--- config.mk ---
export PLATFORM = sky130hd
export DESIGN_NAME = eds_encode_decimate
export DESIGN_NICKNAME = d
export VERILOG_FILES = /design/src/rtl/eds_pkg.sv /design/src/rtl/eds_rate_nco.sv /design/src/rtl/eds_encode_decimate.sv
export SDC_FILE = /design/constraint.sdc
export NUM_CORES = 1
export LEC_CHECK = 0
export CAP_MARGIN = 20
export CELL_PAD_IN_SITES_DETAIL_PLACEMENT = 2
export CELL_PAD_IN_SITES_GLOBAL_PLACEMENT = 2
export CORE_ASPECT_RATIO = 0.75
export CORE_MARGIN = 3
export CORE_UTILIZATION = 28
export DETAILED_ROUTE_END_ITERATION = 8
export GPL_TIMING_DRIVEN = 0
export MAX_ROUTING_LAYER = met4
export PLACE_DENSITY_LB_ADDON = 0.1
export SYNTH_ARGS = -nofsm -noshare
export SYNTH_HDL_FRONTEND = slang
export SYNTH_SLANG_ARGS = --single-unit
--- constraint.sdc ---
create_clock -name clk_i -period 4.4 [get_ports clk_i]
set_input_delay 0.88 -clock clk_i [delete_from_list [all_inputs] [get_ports clk_i]]
set_output_delay 0.88 -clock clk_i [all_outputs]
set_load 0.005 [all_outputs]
--- src/rtl/eds_pkg.sv ---
// rtl/eds_pkg.sv - shared types, default rates and word packing for the EDS encode decimator
package eds_pkg;

   typedef enum logic [1:0] {
      IDLE = 2'd0,
      RUN  = 2'd1,
      END  = 2'd2
   } eds_state_e;

   localparam int unsigned DEF_RATE_STEP = 48;
   localparam int unsigned DEF_RATE_MOD  = 100000;

   // W occupies the upper half of the FIFO word, X the lower half
   function automatic logic [63:0] pack_word(input logic [31:0] w, input logic [31:0] x);
      return {w, x};
   endfunction

endpackage

--- src/rtl/eds_rate_nco.sv ---
// rtl/eds_rate_nco.sv - fractional phase accumulator deciding which valid samples are kept
module eds_rate_nco
   import eds_pkg::*;
#(
   parameter int unsigned RATE_STEP = DEF_RATE_STEP,
   parameter int unsigned RATE_MOD  = DEF_RATE_MOD,
   parameter int unsigned ACC_W     = 17
) (
   input  logic clk,
   input  logic rst,
   input  logic load,
   input  logic step_en,
   output logic keep
);

   localparam int unsigned PRE_VAL = RATE_MOD - RATE_STEP;
   localparam logic [ACC_W:0]   STEP_X  = RATE_STEP[ACC_W:0];
   localparam logic [ACC_W:0]   MOD_X   = RATE_MOD[ACC_W:0];
   localparam logic [ACC_W-1:0] PRELOAD = PRE_VAL[ACC_W-1:0];

   logic [ACC_W-1:0] acc_q, acc_d;
   logic [ACC_W:0]   sum;

   // One extra bit on the sum so the compare against the modulus cannot wrap
   always_comb begin
      sum  = {1'b0, acc_q} + STEP_X;
      keep = step_en && (sum >= MOD_X);
      acc_d = acc_q;
      if (load) begin
         acc_d = PRELOAD;
      end else if (step_en) begin
         acc_d = keep ? (sum[ACC_W-1:0] - MOD_X[ACC_W-1:0]) : sum[ACC_W-1:0];
      end
   end

   always_ff @(posedge clk) begin
      if (rst) begin
         acc_q <= '0;
      end else begin
         acc_q <= acc_d;
      end
   end

endmodule

--- src/rtl/eds_encode_decimate.sv ---
// rtl/eds_encode_decimate.sv - decimates aligned encoder samples to the EDS rate and frames scans
module eds_encode_decimate
   import eds_pkg::*;
#(
   parameter int unsigned RATE_STEP = DEF_RATE_STEP,
   parameter int unsigned RATE_MOD  = DEF_RATE_MOD,
   parameter int unsigned ACC_W     = 17
) (
   input  logic        clk_i,
   input  logic        rst_i,
   input  logic        eds_scan_en_i,
   input  logic        eds_encode_en_i,
   input  logic [31:0] eds_encode_w_i,
   input  logic [31:0] eds_encode_x_i,
   input  logic        fifo_full_i,
   output logic        fifo_wr_en_o,
   output logic [63:0] fifo_din_o,
   output logic        frame_start_o,
   output logic        frame_end_o,
   output logic [31:0] sample_cnt_o,
   output logic [15:0] drop_cnt_o,
   output logic        overflow_o
);

   eds_state_e  state_q, state_d;
   logic        load, step_en, keep;
   logic        wr_q, wr_d;
   logic [63:0] din_q, din_d;
   logic        start_q, start_d;
   logic        end_q, end_d;
   logic [31:0] cnt_q, cnt_d;
   logic [15:0] drop_q, drop_d;
   logic        ovf_q, ovf_d;

   eds_rate_nco #(
      .RATE_STEP (RATE_STEP),
      .RATE_MOD  (RATE_MOD),
      .ACC_W     (ACC_W)
   ) u_nco (
      .clk     (clk_i),
      .rst     (rst_i),
      .load    (load),
      .step_en (step_en),
      .keep    (keep)
   );

   always_ff @(posedge clk_i) begin
      if (rst_i) begin
         state_q <= IDLE;
      end else begin
         state_q <= state_d;
      end
   end

   // Samples only advance the phase in RUN while the scan window is still open
   always_comb begin
      state_d = state_q;
      load    = 1'b0;
      step_en = 1'b0;
      case (state_q)
         IDLE: begin
            if (eds_scan_en_i) begin
               state_d = RUN;
               load    = 1'b1;
            end
         end
         RUN: begin
            if (!eds_scan_en_i) begin
               state_d = END;
            end else begin
               step_en = eds_encode_en_i;
            end
         end
         END:     state_d = IDLE;
         default: state_d = IDLE;
      endcase
   end

   always_comb begin
      wr_d    = keep && !fifo_full_i;
      din_d   = wr_d ? pack_word(eds_encode_w_i, eds_encode_x_i) : din_q;
      start_d = (state_q == IDLE) && eds_scan_en_i;
      end_d   = (state_q == RUN) && !eds_scan_en_i;
      cnt_d   = cnt_q;
      drop_d  = drop_q;
      ovf_d   = ovf_q;
      if (start_d) begin
         cnt_d  = '0;
         drop_d = '0;
         ovf_d  = 1'b0;
      end else if (keep) begin
         if (fifo_full_i) begin
            ovf_d = 1'b1;
            if (drop_q != 16'hFFFF) begin
               drop_d = drop_q + 16'd1;
            end
         end else begin
            cnt_d = cnt_q + 32'd1;
         end
      end
   end

   always_ff @(posedge clk_i) begin
      if (rst_i) begin
         wr_q    <= 1'b0;
         din_q   <= '0;
         start_q <= 1'b0;
         end_q   <= 1'b0;
         cnt_q   <= '0;
         drop_q  <= '0;
         ovf_q   <= 1'b0;
      end else begin
         wr_q    <= wr_d;
         din_q   <= din_d;
         start_q <= start_d;
         end_q   <= end_d;
         cnt_q   <= cnt_d;
         drop_q  <= drop_d;
         ovf_q   <= ovf_d;
      end
   end

   assign fifo_wr_en_o  = wr_q;
   assign fifo_din_o    = din_q;
   assign frame_start_o = start_q;
   assign frame_end_o   = end_q;
   assign sample_cnt_o  = cnt_q;
   assign drop_cnt_o    = drop_q;
   assign overflow_o    = ovf_q;

endmodule
==> impl_metrics.toml, run 1 <==
[logic_synthesis]
netlist.area_leader.share_pct = 43.8
yosys_register_bits = 131
synthTopCellsByArea = "dfxtp_1, nand2_1, a21oi_1, xnor2_1, nor2_1"
yosysWarnings = 0
synth_top_cell_by_area = "dfxtp_1"
syn_nets = 811
yosysMostFrequentCell = "nand2_1"
avgSynthCellArea_sq_um = 8.13
seq_area_frac_synth_pct = 43.8
async_flop_share_pct = 0
ys_types = 60
synth_edf_count = 0
netlist_top_cells_count = "nand2_1, dfxtp_1, a21oi_1, nor2_1, xnor2_1"
synthFlopType = "dfxtp_1"
syn_area_sq_mm = 0.00599
syn_inst = 737

[die]
io_pins = 185
core_area_sq_mm = 0.0206
start_util_pct = 29.1
die-area_sq_mm = 0.0232
die_x_microns = 175
num_rows = 45
die_h_microns = 133

[sta]
finalSetupTns_ns = 0
fin_crit_ns = 3.95
hold_violations = 0
worst_pin_slew_ns = 0.788
fmax_ghz = 0.253
maxSlewViolCount = 0
period_share_pct = 89.8
skew_ns = 0.0105
setup_violations = 0
rsz0062_at_grt = "false"
slew_headroom_pct = 46.1

[critical_path]
worst-setup-path-type = "reg2reg"
path_max_fanout = 10
crit_path_end_kind = "flop"
startpoint_type = "flop"
rrSetupSlack_ns = 0.45
critPathRequiredTime_ns = 4.74
crit_chain = "inv_1, ha_1, nand4b_2, nor3_4, xor2_2, a211oi_4, a2111o_1, buf_6, buf_2, clkbuf_1, nand2_1, a21oi_1"
arrival_ns = 4.29
max_stage_delay_ns = 0.52
slowest_stage = "dfxtp_1"

[layout]
fillCellCount = 2336
regArea_sq_mm = 0.00262
multi_input_area_sq_mm = 0.00309
n_antenna_cell = 0
area_delta_synth_final_pct = 46.6
design_area_sq_mm = 0.00878
drive_above_1_share_pct = 7.56
fin_nets = 1014

[power]
total_leakage_power_nw = 2.83
peakVddDrop_v = 0.000238
power.density_mw_per_mm2 = 324

[global_routing]
grt_max_degree = 17
first_global_vias = 6583
antenna_found_initial = 0
busiest_layer = "met2"
met2_usage_pct = 32.7
overflow = 0
grt_pass1_wl_microns = 37200
gr-usage-met3_pct = 6.05
grt_usage_pct = 20.6
met1_usage_pct = 26.2

[clocking]
htreeDepth = 4
clk_pin_slew_ns = 0.06
post_cts.repair.setup_buffers = 0
cts.sinks = 131
tritoncts = "done"
cts_root_buffer = "clkbuf_16"
clock_latency_ns = 0.42
postCtsResizedCells = 0
cts_hold_buf = 0
clk_path_buf_depth = 2
numCtsBuffers = 17

[placed_design]
placed_area_sq_mm = 0.00819
io_buffers = 184
place_congestion = 0.812
dp_hpwl_microns = 17500

[drt]
post_drt_wl_per_cell_microns = 18.9
drt_first_pass_iters = 4
drc = 0
vias = 6058
detail-route-antenna-nets = 0
viasPerCell = 4.91
wirelength_microns = 23300
drt_iter0_markers = 223

[min_path]
hold_path_class = "reg2reg"

[status]
status = "finished clean"

[flow_run]
cap_violations = 0
==> stage by stage <==
step / std cells / power, mW / util [%] / hold slack, ns / setup slack (ns)
floorplan: 737 / 1.30 / - / 0.434 / 1.37
global route: 1234 / 2.95 / 42.6 / 0.483 / 0.131
global placement: 1203 / 1.39 / 39.7 / 0.441 / 0.636
finish: 1234 / 2.84 / 42.6 / 0.458 / 0.451
detailed placement: 1203 / 1.40 / 39.7 / 0.452 / 0.476
CTS: 1234 / 2.88 / 42.6 / 0.461 / 0.443
==> cell type report <==
| type | count | share of cell area [%] |
|---|---|---|
| tap | 282 | 4.02 |
| inverter | 11 | 0.470 |
| timing repair buffer | 184 | 21.0 |
| buffer | 49 | 2.66 |
| sequential | 131 | 29.9 |
| clock buffer | 18 | 5.00 |
| multi-input combinational | 546 | 35.2 |
| clock inverter | 13 | 1.80 |
==> kinds of logic after synthesis <==
logic type / after synthesis / synth area share [%]
simple gates: 349 / 27.8
compound gates: 135 / 14.3
xor+xnor: 56 / 8.31
mux: 1 / 0.188
flops: 131 / 43.8
buf+inv: 60 / 4.59
fa+ha+maj: 5 / 1.04
==> sequential cells by signal, summed over array words and instances (netlist names) <==
register,count
overflow_o,1
frame_end_o,1
fifo_din_o,64
sample_cnt_o,32
drop_cnt_o,16
u_nco.acc_q,13
frame_start_o,1
state_q,2
fifo_wr_en_o,1
==> critical path, delay by kind of cell, from the launching register on <==
kind,cells,cell delay [ns]
xor+xnor,1,0.17
buf+inv,4,1.01
fa+ha+maj,1,0.28
flops,1,0.52
simple gates,3,0.95
compound gates,3,0.94
==> final timing paths <==
check	from	end	depth (start not counted)
worst max-delay path	u_nco.acc_q[5]$_SDFFE_PP0P_	fifo_din_o[58]$_SDFFE_PP0P_	12
worst min register to register	fifo_din_o[44]$_SDFFE_PP0P_	fifo_din_o[44]$_SDFFE_PP0P_	2
worst min-delay path	fifo_din_o[44]$_SDFFE_PP0P_	fifo_din_o[44]$_SDFFE_PP0P_	2
worst max register to register	u_nco.acc_q[5]$_SDFFE_PP0P_	fifo_din_o[58]$_SDFFE_PP0P_	12
==> layout by cell type (no fill, tap or decap), types with 4 or more instances in the layout <==
master | Yosys | routed
nand4_1 | 10 | 10
a21oi_1 | 85 | 85
nor4_2 | 6 | 6
inv_1 | 11 | 11
or3_1 | 7 | 7
ha_1 | 5 | 5
xnor2_1 | 42 | 42
nor3b_1 | 4 | 4
nor4_1 | 13 | 13
and3_1 | 11 | 11
clkdlybuf4s50_1 | 0 | 184
nand2_1 | 165 | 165
nor3_1 | 24 | 24
a211oi_1 | 4 | 4
dfxtp_1 | 131 | 131
o21ai_0 | 14 | 14
nor4b_1 | 4 | 4
buf_2 | 13 | 13
xor2_1 | 13 | 13
nor2_1 | 64 | 64
clkbuf_16 | 0 | 17
clkbuf_1 | 27 | 27
nand3_1 | 19 | 19
clkinv_2 | 0 | 5
==> report_power, final <==
group / leakage [nW] / internal, mW / switching, mW
clock network: 0.296 / 0.903 / 0.567
registers: 1.06 / 1.19 / 0.00944
logic: 1.48 / 0.0846 / 0.0862
total: 2.83 / 2.18 / 0.663
==> per-layer routing <==
metal,part of all wire [%],up-vias
li1,-,2927
met5,0,-
met2,47,113
met3,5.1,14
met4,0.79,0
met1,47,3004
No activity file was read; power rests on OpenSTA's default activity.
==> inputs of run 2 (changes only) <==
CAP_MARGIN = not set   (was 20)
HOLD_SLACK_MARGIN = 0.12   (was not set)
SETUP_SLACK_MARGIN = 0.2   (was not set)
==> run 2 against run 1 <==
Effect of this change:
- sequential power about the same
- worst setup slack improved by 0.066 ns
- critical path type unchanged
- die area did not move
- register-to-register slack improved by 0.07 ns
- clock power hardly changed
- critical endpoint unchanged
- highest routed layer unchanged
- critical path depth shrank 1
- clock skew is essentially flat
==> impl_metrics.toml, run 2 (same netlist as run 1, synthesis figures left out) <==
[status]
status = "finished clean"

[layout]
layout_common_cells = "clkdlybuf4s50_1, nand2_1, dfxtp_1"
fin_nets = 1014
largest_reg_flops = 64
area_delta_synth_final_pct = 46.6
layout_commonest_cell = "clkdlybuf4s50_1"
fin_cells = 1234
fillCellCount = 2335
n_antenna_cell = 0
finish.utilization_pct = 42.6
drive_above_1_share_pct = 7.67

[sta]
fin_crit_ns = 3.88
worst_pin_slew_ns = 0.775
period_share_pct = 88.3
fmax_ghz = 0.258
rsz0062_at_grt = "false"
finalSetupTns_ns = 0
setup_violations = 0
skew_ns = 0.0109
hold_violations = 0
maxSlewViolCount = 0
setup_ws_ns = 0.517
slew_headroom_pct = 47.0

[die]
io_pins = 185
core_area_sq_mm = 0.0206
start_util_pct = 29.1
die-area_sq_mm = 0.0232
die_h_microns = 133
die_x_microns = 175
num_rows = 45

[drt]
wl_met1_microns = 11000
wl_met3_microns = 1190
drt_iter0_markers = 251
drt_first_pass_iters = 4
viasPerCell = 4.90
top_layer = "met4"
wirelength_microns = 23400
detail-route-antenna-nets = 0
route.met2.wl_microns = 11000
post_drt_wl_per_cell_microns = 18.9
vias = 6048
drc = 0

[power]
peakVddDrop_v = 0.000238
total_leakage_power_nw = 2.84
totalPowerFinal_mw = 2.84
power.density_mw_per_mm2 = 324

[clocking]
cts_root_buffer = "clkbuf_16"
clk_pin_slew_ns = 0.06
tritoncts = "done"
cts.sinks = 131
clock_latency_ns = 0.42
clk_path_buf_depth = 2
post_cts.repair.setup_buffers = 0
htreeDepth = 4
numCtsBuffers = 17

[min_path]
hold_depth = 2
hold_path_class = "reg2reg"
min-delay-start = "fifo_din_o[44]$_SDFFE_PP0P_"
min_to = "fifo_din_o[44]$_SDFFE_PP0P_"

[placed_design]
place_congestion = 0.812
io_buffers = 184
dp_hpwl_microns = 17500
place_inst = 1203
preCtsSetupSlack_ns = 0.476

[global_routing]
overflow = 0
antenna_found_initial = 0
grt_max_degree = 17
grt_pass1_wl_microns = 37200
grt_usage_pct = 20.6
first_global_vias = 6583

[critical_path]
startpoint_type = "flop"
rrSetupSlack_ns = 0.52
critPathRequiredTime_ns = 4.74
r2r_end = "fifo_din_o[58]$_SDFFE_PP0P_"
worst-setup-path-type = "reg2reg"
arrival_ns = 4.22
crit_path_end_kind = "flop"
rr_startpoint = "u_nco.acc_q[5]$_SDFFE_PP0P_"
ff2ff_path_depth = 11
path_max_fanout = 10

[flow_run]
cap_violations = 0
## run 2: cell counts in the layout (fill, tap and decap cells not counted)
No cell type changed its count.
## run 2: how the worst max path moves through the flow
| stage | startpoint | to | depth (start not counted) |
|---|---|---|---|
| floorplan | u_nco.acc_q[4]$_SDFFE_PP0P_ | sample_cnt_o[28]$_SDFFE_PP0P_ | 13 |
| global placement | u_nco.acc_q[4]$_SDFFE_PP0P_ | fifo_din_o[57]$_SDFFE_PP0P_ | 12 |
| detailed placement | u_nco.acc_q[5]$_SDFFE_PP0P_ | fifo_din_o[58]$_SDFFE_PP0P_ | 11 |
| CTS | u_nco.acc_q[5]$_SDFFE_PP0P_ | fifo_din_o[58]$_SDFFE_PP0P_ | 11 |
| global route | u_nco.acc_q[5]$_SDFFE_PP0P_ | fifo_din_o[58]$_SDFFE_PP0P_ | 11 |
| finish | u_nco.acc_q[5]$_SDFFE_PP0P_ | fifo_din_o[58]$_SDFFE_PP0P_ | 11 |
## run 2: layer usage
| metal | vias up | global-route usage (%) |
|---|---|---|
| met4 | 0 | 4.38 |
| li1 | 2928 | - |
| met2 | 110 | 32.7 |
| met1 | 2997 | 26.2 |
| met3 | 13 | 6.05 |
| met5 | - | - |
## run 2: worst max-delay path, stage by stage, from the launching register on
cell	delay, ns
dfxtp_1	0.52
inv_1	0.12
ha_1	0.28
nand4b_2	0.40
or4_1	0.57
nand2_1	0.10
a21oi_2	0.15
a2111oi_4	0.76
buf_2	0.39
buf_2	0.29
nand2_1	0.08
a21oi_1	0.14
## run 2: metrics by stage
step / instance area, sq um / hold slack (ns)
after floorplan: 5990 / 0.434
after global placement: 8190 / 0.441
after detailed placement: 8190 / 0.452
after CTS: 8780 / 0.461
after global routing: 8780 / 0.483
final: 8780 / 0.458
## run 2: final cells by class
class	count	area [sq um]	share of cell area, %
Clock inverter	13	158	1.79
Multi-Input combinational cell	546	3090	35.2
Clock buffer	18	439	5.00
Tap cell	282	353	4.02
Buffer	49	235	2.68
Inverter	11	41.3	0.470
Timing Repair Buffer	184	1840	21.0
Sequential cell	131	2620	29.9
## run 2: repair_timing
item / in CTS / in global routing
hold buffers: 0 / 0
setup endpoints to repair: 0 / 8
resized for setup: 0 / 2
## run 2: power by group
group	switching [mW]	internal [mW]	leakage, nW	total [mW]
sequential	0.00938	1.19	1.06	1.20
clock	0.566	0.903	0.296	1.47
combinational	0.0863	0.0846	1.48	0.171
total	0.662	2.18	2.84	2.84
